**src/rtl/mem_access_ctrl_if.sv**
```systemverilog
// Request, response and memory-side signals of mem_access_ctrl.
// The slave modport is the controller's view; master is the surrounding system.
interface mem_access_ctrl_if #(
  parameter int ADDR_W = 18
);
  logic              req_valid;
  logic              req_ready;
  logic              req_write;
  logic [1:0]        req_size;
  logic              req_signed;
  logic [ADDR_W-1:0] req_addr;
  logic [31:0]       req_wdata;

  logic              resp_valid;
  logic              resp_ready;
  logic [31:0]       resp_rdata;
  logic              resp_err;

  logic [ADDR_W-3:0] mem_addr;
  logic [1:0]        mem_byte_sel;
  logic              mem_we;
  logic              mem_re;
  logic [31:0]       mem_wdata;
  logic [31:0]       mem_rdata;

  modport slave (
    input  req_valid, req_write, req_size, req_signed, req_addr, req_wdata,
    output req_ready,
    output resp_valid, resp_rdata, resp_err,
    input  resp_ready,
    output mem_addr, mem_byte_sel, mem_we, mem_re, mem_wdata,
    input  mem_rdata
  );

  modport master (
    output req_valid, req_write, req_size, req_signed, req_addr, req_wdata,
    input  req_ready,
    input  resp_valid, resp_rdata, resp_err,
    output resp_ready,
    input  mem_addr, mem_byte_sel, mem_we, mem_re, mem_wdata,
    output mem_rdata
  );
endinterface

```
**src/rtl/mem_access_ctrl.sv**
```systemverilog
// Byte/half/word load-store controller in front of a 32-bit word memory with registered read.
// Define MISALIGN_ERR_EN to reject misaligned half/word accesses instead of ignoring the low address bits.
module mem_access_ctrl #(
  parameter int ADDR_W = 18
) (
  input logic            clk,
  input logic            rst_n,
  mem_access_ctrl_if.slave bus
);

  typedef enum logic [2:0] {
    IDLE,
    CHECK,
    READ,
    CAPT,
    RMW_RD,
    MERGE,
    WRITE,
    RESP
  } state_t;

  typedef enum logic [1:0] {
    SZ_BYTE = 2'b00,
    SZ_HALF = 2'b01,
    SZ_WORD = 2'b10,
    SZ_RSVD = 2'b11
  } size_t;

  state_t            state;
  logic [ADDR_W-1:0] r_addr;
  size_t             r_size;
  logic              r_write;
  logic              r_signed;
  logic [31:0]       r_wdata;
  logic              misaligned;

`ifdef MISALIGN_ERR_EN
  assign misaligned = ((r_size == SZ_HALF) && r_addr[0]) ||
                      ((r_size == SZ_WORD) && (r_addr[1:0] != 2'b00));
`else
  assign misaligned = 1'b0;
`endif

  // Shift the addressed lane down to bit 0 and extend it to 32 bits.
  function automatic logic [31:0] extract(input logic [31:0] word, input size_t sz,
                                          input logic sgn, input logic [1:0] sel);
    // NOTE: every local gets a value before any branch so no path leaves it unassigned.
    logic [31:0] lane;
    lane = word;
    case (sz)
      SZ_BYTE: begin
        lane = word >> {sel, 3'b000};
        return {{24{sgn & lane[7]}}, lane[7:0]};
      end
      SZ_HALF: begin
        lane = word >> {sel[1], 4'b0000};
        return {{16{sgn & lane[15]}}, lane[15:0]};
      end
      default: return lane;
    endcase
  endfunction

  // Replace the addressed lane(s) of the old word with right-aligned store data.
  function automatic logic [31:0] merge(input logic [31:0] word, input logic [31:0] data,
                                        input size_t sz, input logic [1:0] sel);
    logic [31:0] m;
    m = word;
    case (sz)
      SZ_BYTE: m[{sel, 3'b000} +: 8]         = data[7:0];
      SZ_HALF: m[{sel[1], 4'b0000} +: 16]    = data[15:0];
      default: m                             = data;
    endcase
    return m;
  endfunction

  // NOTE: sequential state uses non-blocking assignments only, so every register sees pre-edge values.
  always_ff @(posedge clk or negedge rst_n) begin
    if (!rst_n) begin
      // NOTE: every register, including the latched request, is reset; no storage here is left to power-up values.
      state            <= IDLE;
      r_addr           <= '0;
      r_size           <= SZ_BYTE;
      r_write          <= 1'b0;
      r_signed         <= 1'b0;
      r_wdata          <= '0;
      bus.req_ready    <= 1'b1;
      bus.resp_valid   <= 1'b0;
      bus.resp_rdata   <= '0;
      bus.resp_err     <= 1'b0;
      bus.mem_addr     <= '0;
      bus.mem_byte_sel <= '0;
      bus.mem_we       <= 1'b0;
      bus.mem_re       <= 1'b0;
      bus.mem_wdata    <= '0;
    end else begin
      case (state)
        IDLE: begin
          if (bus.req_valid) begin
            r_addr           <= bus.req_addr;
            r_size           <= size_t'(bus.req_size);
            r_write          <= bus.req_write;
            r_signed         <= bus.req_signed;
            r_wdata          <= bus.req_wdata;
            bus.mem_addr     <= bus.req_addr[ADDR_W-1:2];
            bus.mem_byte_sel <= bus.req_addr[1:0];
            bus.req_ready    <= 1'b0;
            state            <= CHECK;
          end
        end

        CHECK: begin
          if ((r_size == SZ_RSVD) || misaligned) begin
            bus.resp_err   <= 1'b1;
            bus.resp_rdata <= '0;
            bus.resp_valid <= 1'b1;
            state          <= RESP;
          end else if (!r_write) begin
            bus.mem_re <= 1'b1;
            state      <= READ;
          end else if (r_size == SZ_WORD) begin
            bus.mem_we    <= 1'b1;
            bus.mem_wdata <= r_wdata;
            state         <= WRITE;
          end else begin
            bus.mem_re <= 1'b1;
            state      <= RMW_RD;
          end
        end

        READ: begin
          bus.mem_re <= 1'b0;
          state      <= CAPT;
        end

        CAPT: begin
          bus.resp_rdata <= extract(bus.mem_rdata, r_size, r_signed, r_addr[1:0]);
          bus.resp_valid <= 1'b1;
          state          <= RESP;
        end

        RMW_RD: begin
          bus.mem_re <= 1'b0;
          state      <= MERGE;
        end

        MERGE: begin
          bus.mem_wdata <= merge(bus.mem_rdata, r_wdata, r_size, r_addr[1:0]);
          bus.mem_we    <= 1'b1;
          state         <= WRITE;
        end

        WRITE: begin
          bus.mem_we     <= 1'b0;
          bus.mem_wdata  <= '0;
          bus.resp_rdata <= '0;
          bus.resp_valid <= 1'b1;
          state          <= RESP;
        end

        RESP: begin
          // Response and address stay frozen until the consumer takes them.
          if (bus.resp_ready) begin
            bus.resp_valid   <= 1'b0;
            bus.resp_rdata   <= '0;
            bus.resp_err     <= 1'b0;
            bus.mem_addr     <= '0;
            bus.mem_byte_sel <= '0;
            bus.req_ready    <= 1'b1;
            state            <= IDLE;
          end
        end

        default: begin
          bus.req_ready <= 1'b1;
          state         <= IDLE;
        end
      endcase
    end
  end

endmodule

```
**src/flat_wrapper.sv**
```systemverilog
// flat-port wrapper written by rule: the top's interface ports become plain ports
module mem_access_ctrl_flat 
#(
  parameter int ADDR_W = 18
)
  (clk, rst_n, bus_req_valid, bus_req_write, bus_req_size, bus_req_signed, bus_req_addr, bus_req_wdata, bus_req_ready, bus_resp_valid, bus_resp_rdata, bus_resp_err, bus_resp_ready, bus_mem_addr, bus_mem_byte_sel, bus_mem_we, bus_mem_re, bus_mem_wdata, bus_mem_rdata);
  mem_access_ctrl_if #(.ADDR_W(ADDR_W)) bus_i ();
  input logic clk;
  input logic rst_n;
  input wire logic [$bits(bus_i.req_valid)-1:0] bus_req_valid;
  input wire logic [$bits(bus_i.req_write)-1:0] bus_req_write;
  input wire logic [$bits(bus_i.req_size)-1:0] bus_req_size;
  input wire logic [$bits(bus_i.req_signed)-1:0] bus_req_signed;
  input wire logic [$bits(bus_i.req_addr)-1:0] bus_req_addr;
  input wire logic [$bits(bus_i.req_wdata)-1:0] bus_req_wdata;
  output wire logic [$bits(bus_i.req_ready)-1:0] bus_req_ready;
  output wire logic [$bits(bus_i.resp_valid)-1:0] bus_resp_valid;
  output wire logic [$bits(bus_i.resp_rdata)-1:0] bus_resp_rdata;
  output wire logic [$bits(bus_i.resp_err)-1:0] bus_resp_err;
  input wire logic [$bits(bus_i.resp_ready)-1:0] bus_resp_ready;
  output wire logic [$bits(bus_i.mem_addr)-1:0] bus_mem_addr;
  output wire logic [$bits(bus_i.mem_byte_sel)-1:0] bus_mem_byte_sel;
  output wire logic [$bits(bus_i.mem_we)-1:0] bus_mem_we;
  output wire logic [$bits(bus_i.mem_re)-1:0] bus_mem_re;
  output wire logic [$bits(bus_i.mem_wdata)-1:0] bus_mem_wdata;
  input wire logic [$bits(bus_i.mem_rdata)-1:0] bus_mem_rdata;
  assign bus_i.req_valid = bus_req_valid;
  assign bus_i.req_write = bus_req_write;
  assign bus_i.req_size = bus_req_size;
  assign bus_i.req_signed = bus_req_signed;
  assign bus_i.req_addr = bus_req_addr;
  assign bus_i.req_wdata = bus_req_wdata;
  assign bus_req_ready = bus_i.req_ready;
  assign bus_resp_valid = bus_i.resp_valid;
  assign bus_resp_rdata = bus_i.resp_rdata;
  assign bus_resp_err = bus_i.resp_err;
  assign bus_i.resp_ready = bus_resp_ready;
  assign bus_mem_addr = bus_i.mem_addr;
  assign bus_mem_byte_sel = bus_i.mem_byte_sel;
  assign bus_mem_we = bus_i.mem_we;
  assign bus_mem_re = bus_i.mem_re;
  assign bus_mem_wdata = bus_i.mem_wdata;
  assign bus_i.mem_rdata = bus_mem_rdata;
  mem_access_ctrl #(.ADDR_W(ADDR_W)) u_core (.clk(clk), .rst_n(rst_n), .bus(bus_i));
endmodule
```
**config.mk**
```make
export PLATFORM = sky130hd
export DESIGN_NAME = mem_access_ctrl_flat
export DESIGN_NICKNAME = d
export VERILOG_FILES = /design/src/rtl/mem_access_ctrl_if.sv /design/src/rtl/mem_access_ctrl.sv /design/src/flat_wrapper.sv
export SDC_FILE = /design/constraint.sdc
export NUM_CORES = 1
export LEC_CHECK = 0
export BUFFER_PORTS_ARGS = -buffer_cell sky130_fd_sc_hd__buf_2
export CORE_MARGIN = 8
export CORE_UTILIZATION = 55
export CTS_CLUSTER_DIAMETER = 30
export DETAILED_ROUTE_END_ITERATION = 16
export GPL_TIMING_DRIVEN = 0
export PLACE_DENSITY = 0.89
export SLEW_MARGIN = 20
export SYNTH_ARGS = -nofsm -noshare
export SYNTH_HDL_FRONTEND = slang
export SYNTH_SLANG_ARGS = --single-unit
```
**constraint.sdc**
```tcl
create_clock -name clk -period 4.3 [get_ports clk]
set_clock_uncertainty 0.1 [all_clocks]
set_input_delay 0.645 -clock clk [delete_from_list [all_inputs] [get_ports clk]]
set_output_delay 0.645 -clock clk [all_outputs]
set_load 0.02 [all_outputs]
```
==> results.rst <==
.. list-table::
   :header-rows: 1

   * - Metric
     - Value
   * - Overall die width
     - 128 um
   * - Die height
     - 128 um
   * - DRC violations left
     - 0
   * - Leakage component of the power
     - 4.30 nW
   * - Cts bufs inserted
     - 17
   * - Crit path capture type
     - flip-flop
   * - Cell type group with the largest total delay on the critical path
     - compound AO/OA/AOI/OAI gates
   * - Part of the Yosys area used for sequential elements
     - 46.2%
   * - Placed instance count
     - 1015
   * - Final period util
     - 68.1%
   * - Cell count after synthesis
     - 666
   * - Level count of the clock H-tree
     - 4
   * - Commonest non-fill, non-tap cell in the layout
     - buf_2
   * - Top area cells in the synthesized netlist
     - dfrtp_1 46%, mux2i_1 6.9%, mux2_2 5.4%
   * - Overflow after GRT
     - 0
   * - Mean Syn Cell Area
     - 10.4 um2
   * - Most frequent cell on the critical path
     - buf_2
   * - Initial antenna violation count
     - 1
   * - Register bit count reported by yosys
     - 128
   * - Max-capacitance violation count
     - 0
   * - Core Footprint
     - 0.0125 mm2
   * - Final-layout setup total negative slack
     - 0 ns
   * - Clock transition at the registers of the reported paths
     - 0.06 ns
   * - Fraction of power spent switching nets
     - 44.4%
   * - Critical path, cell by cell
     - buf_2, buf_2, inv_1, ha_1, nor3b_2, o21ai_0, a221o_1, a2bb2oi_1
   * - Post-synth EDFFs
     - 0
   * - Number of buffers inserted by post-CTS setup repair
     - 0
   * - Relative slew slack
     - 55.1%
   * - Total clock sinks
     - 128
   * - Global Route Usage Sum
     - 29.4%
   * - Global-route wire length before repair
     - 36900 um
   * - CP max FO
     - 10
   * - Finish-stage setup viols
     - 0
   * - Drt pass-1 iters
     - 10
   * - Clock Latency Late Sink
     - 0.43 ns
   * - Data required, critical path
     - 4.54 ns
   * - Gates resized, CTS repair
     - 0
   * - Slew Viols, Final
     - 0
   * - Largest net degree at the start of global routing
     - 76
   * - Actual transition at the worst max-transition pin
     - 0.674 ns
   * - Via count of the first global-routing pass
     - 6511
   * - Netlist cell types
     - 65
   * - Startpoint class of the critical path
     - flip-flop
   * - Run status
     - finished clean
   * - Buffers & Inverters on Critical Path
     - 3
   * - Combinational share of power
     - 48.1%
   * - CTS Buffer Depth
     - 2
   * - Average detailed-routed wire length per instance
     - 23.0 um
   * - Highest clock frequency the design can meet
     - 0.342 GHz
   * - Rows
     - 41
   * - Final Hold Violating Endpoints
     - 0
   * - Leading cell types in the layout, fill and taps excluded
     - 204 x buf_2, 127 x dfrtp_1, 81 x nand2_1
   * - Critical path type
     - flip-flop to flip-flop
   * - Fillers
     - 934
   * - Min cycle time layout
     - 2.93 ns
   * - Clock tree root buffer cell
     - clkbuf_16
   * - Drt first-iter violations
     - 1018
   * - Half-perimeter wire length of the detailed placement result
     - 17300 um
   * - Peak supply drop
     - 0.462 mV
   * - Hold buffers post-CTS
     - 0
   * - Area of the die
     - 0.0165 mm2
   * - Final cell count without fillers
     - 1048
   * - Internal power of the cells
     - 0.00388 W
   * - Library cell with the largest summed area after synthesis
     - dfrtp_1
   * - Unrepaired setup endpoints after global routing
     - false
   * - Number of nets in the finished design
     - 957
   * - Async S/R FF share, synth
     - 100%
   * - Routed via count divided by cell count
     - 6.42
   * - Layout cells sized above 1
     - 34.3%
   * - IO Pins
     - 177
   * - Cell area after synthesis
     - 0.00694 mm2
   * - Min-delay worst type
     - primary input to async pin
   * - Clock tree from TritonCTS
     - done
   * - Pre-CTS WS
     - 1.52 ns
   * - Power share of the clock group
     - 21.0%
   * - Power density over the cells
     - 805 mW/mm2
   * - Final weighted congestion of routability-driven global placement
     - 1.00
   * - Seq pwr share
     - 30.9%
   * - Net count after synthesis
     - 761
   * - Area added between synthesis and finish
     - 25.0%
   * - Worst setup margin
     - 1.37 ns
   * - Largest stage delay, worst path
     - 0.40 ns
   * - CP max stage cell
     - nor3b_2
   * - Total wire length
     - 24100 um
   * - Synth warn
     - 0
   * - Data arrival time of the critical path
     - 3.17 ns
   * - Vias
     - 6728
   * - Effective utilization at floorplan
     - 55.7%
   * - Top_reg_cell synth
     - dfrtp_1
   * - Antenna-violating nets left
     - 0
   * - Share of the synthesized area in the top cell type
     - 45.8%
   * - Reported net switching power
     - 0.00310 W
   * - Count of buffers from port buffering
     - 176
## flip-flops by register name, indices dropped and copies added (netlist names), 2 cells and up
signal                   cells
u_core.bus.mem_wdata        32
u_core.bus.resp_rdata       32
u_core.r_wdata              32
u_core.bus.mem_addr         16
u_core.state                 3
u_core.bus.mem_byte_sel      2
u_core.r_addr                2
u_core.r_size                2
## power by group through the flow
stage	sequential [W]	combinational, W	clock, W
after floorplan	0.00238	0.00192	0
after global placement	0.00212	0.00318	0
after detailed placement	0.00213	0.00326	0
after CTS	0.00213	0.00330	0.00147
after global routing	0.00220	0.00359	0.00152
final	0.00216	0.00336	0.00147
## per-layer routing
layer	global-route usage, %	vias up	wire length (um)
met5	0	-	10
met4	14.8	2	1000
met3	9.43	96	3040
met2	44.2	476	11000
met1	37.6	3265	9050
li1	-	2889	-
## synth_stat cells, drive strengths merged (9+ instances only)
library cell,number
nor2,27
buf,36
o221ai,20
a22oi,24
a22o,9
mux2,33
clkbuf,21
nor2b,9
inv,10
nand2,82
a21oi,23
mux2i,48
nand2b,10
dfrtp,127
o21ai,71
## worst paths after layout
| path | startpoint | endpoint | slack (ns) | depth (start not counted) |
|---|---|---|---|---|
| setup / recovery | u_core.r_addr[1] | u_core.bus.mem_wdata[6] | 1.37 | 8 |
| hold / removal | rst_n | u_core.bus.mem_wdata[17] | 0.08 | 1 |
| min in group clk | bus_req_addr[13] | u_core.bus.mem_addr[11] | 0.31 | 3 |
| setup reg to reg | u_core.r_addr[1] | u_core.bus.mem_wdata[6] | 1.37 | 8 |
| hold reg to reg | u_core.bus.resp_rdata[1] | u_core.bus.resp_rdata[1] | 0.38 | 2 |
| max in group asynchronous | rst_n | u_core.bus.req_ready | 3.30 | 2 |
## metrics by stage
step	total power (W)	instance area (um2)	utilization (%)	hold WS, ns
6_report	0.00698	8680	69.6	0.0811
4_1_cts	0.00690	8670	69.6	0.106
5_1_grt	0.00732	8670	69.6	0.132
3_5_place_dp	0.00539	8080	64.8	0.365
2_1_floorplan	0.00431	6940	-	0.249
3_3_place_gp	0.00530	8040	64.5	0.364
## final cells by class
type / count / area (um2) / area share (%)
clock inverters: 11 / 128 / 1.47
flip-flops and latches: 128 / 3200 / 36.9
multi-input cells: 471 / 3430 / 39.6
inverters: 10 / 37.5 / 0.433
plain buffers: 57 / 269 / 3.10
clock buffers: 21 / 470 / 5.42
diodes: 1 / 2.50 / 0.0288
repair buffers: 177 / 918 / 10.6
well taps: 172 / 215 / 2.48
## kinds of logic after synthesis
| family | count (synthesis) | share of synthesized area [%] |
|---|---|---|
| fa+ha+maj | 5 | 0.901 |
| mux | 89 | 14.9 |
| buf+inv | 67 | 4.42 |
| xor+xnor | 1 | 0.126 |
| compound gates | 199 | 19.9 |
| simple gates | 177 | 13.6 |
| flops | 128 | 46.2 |
No activity file was read; power rests on OpenSTA's default activity.
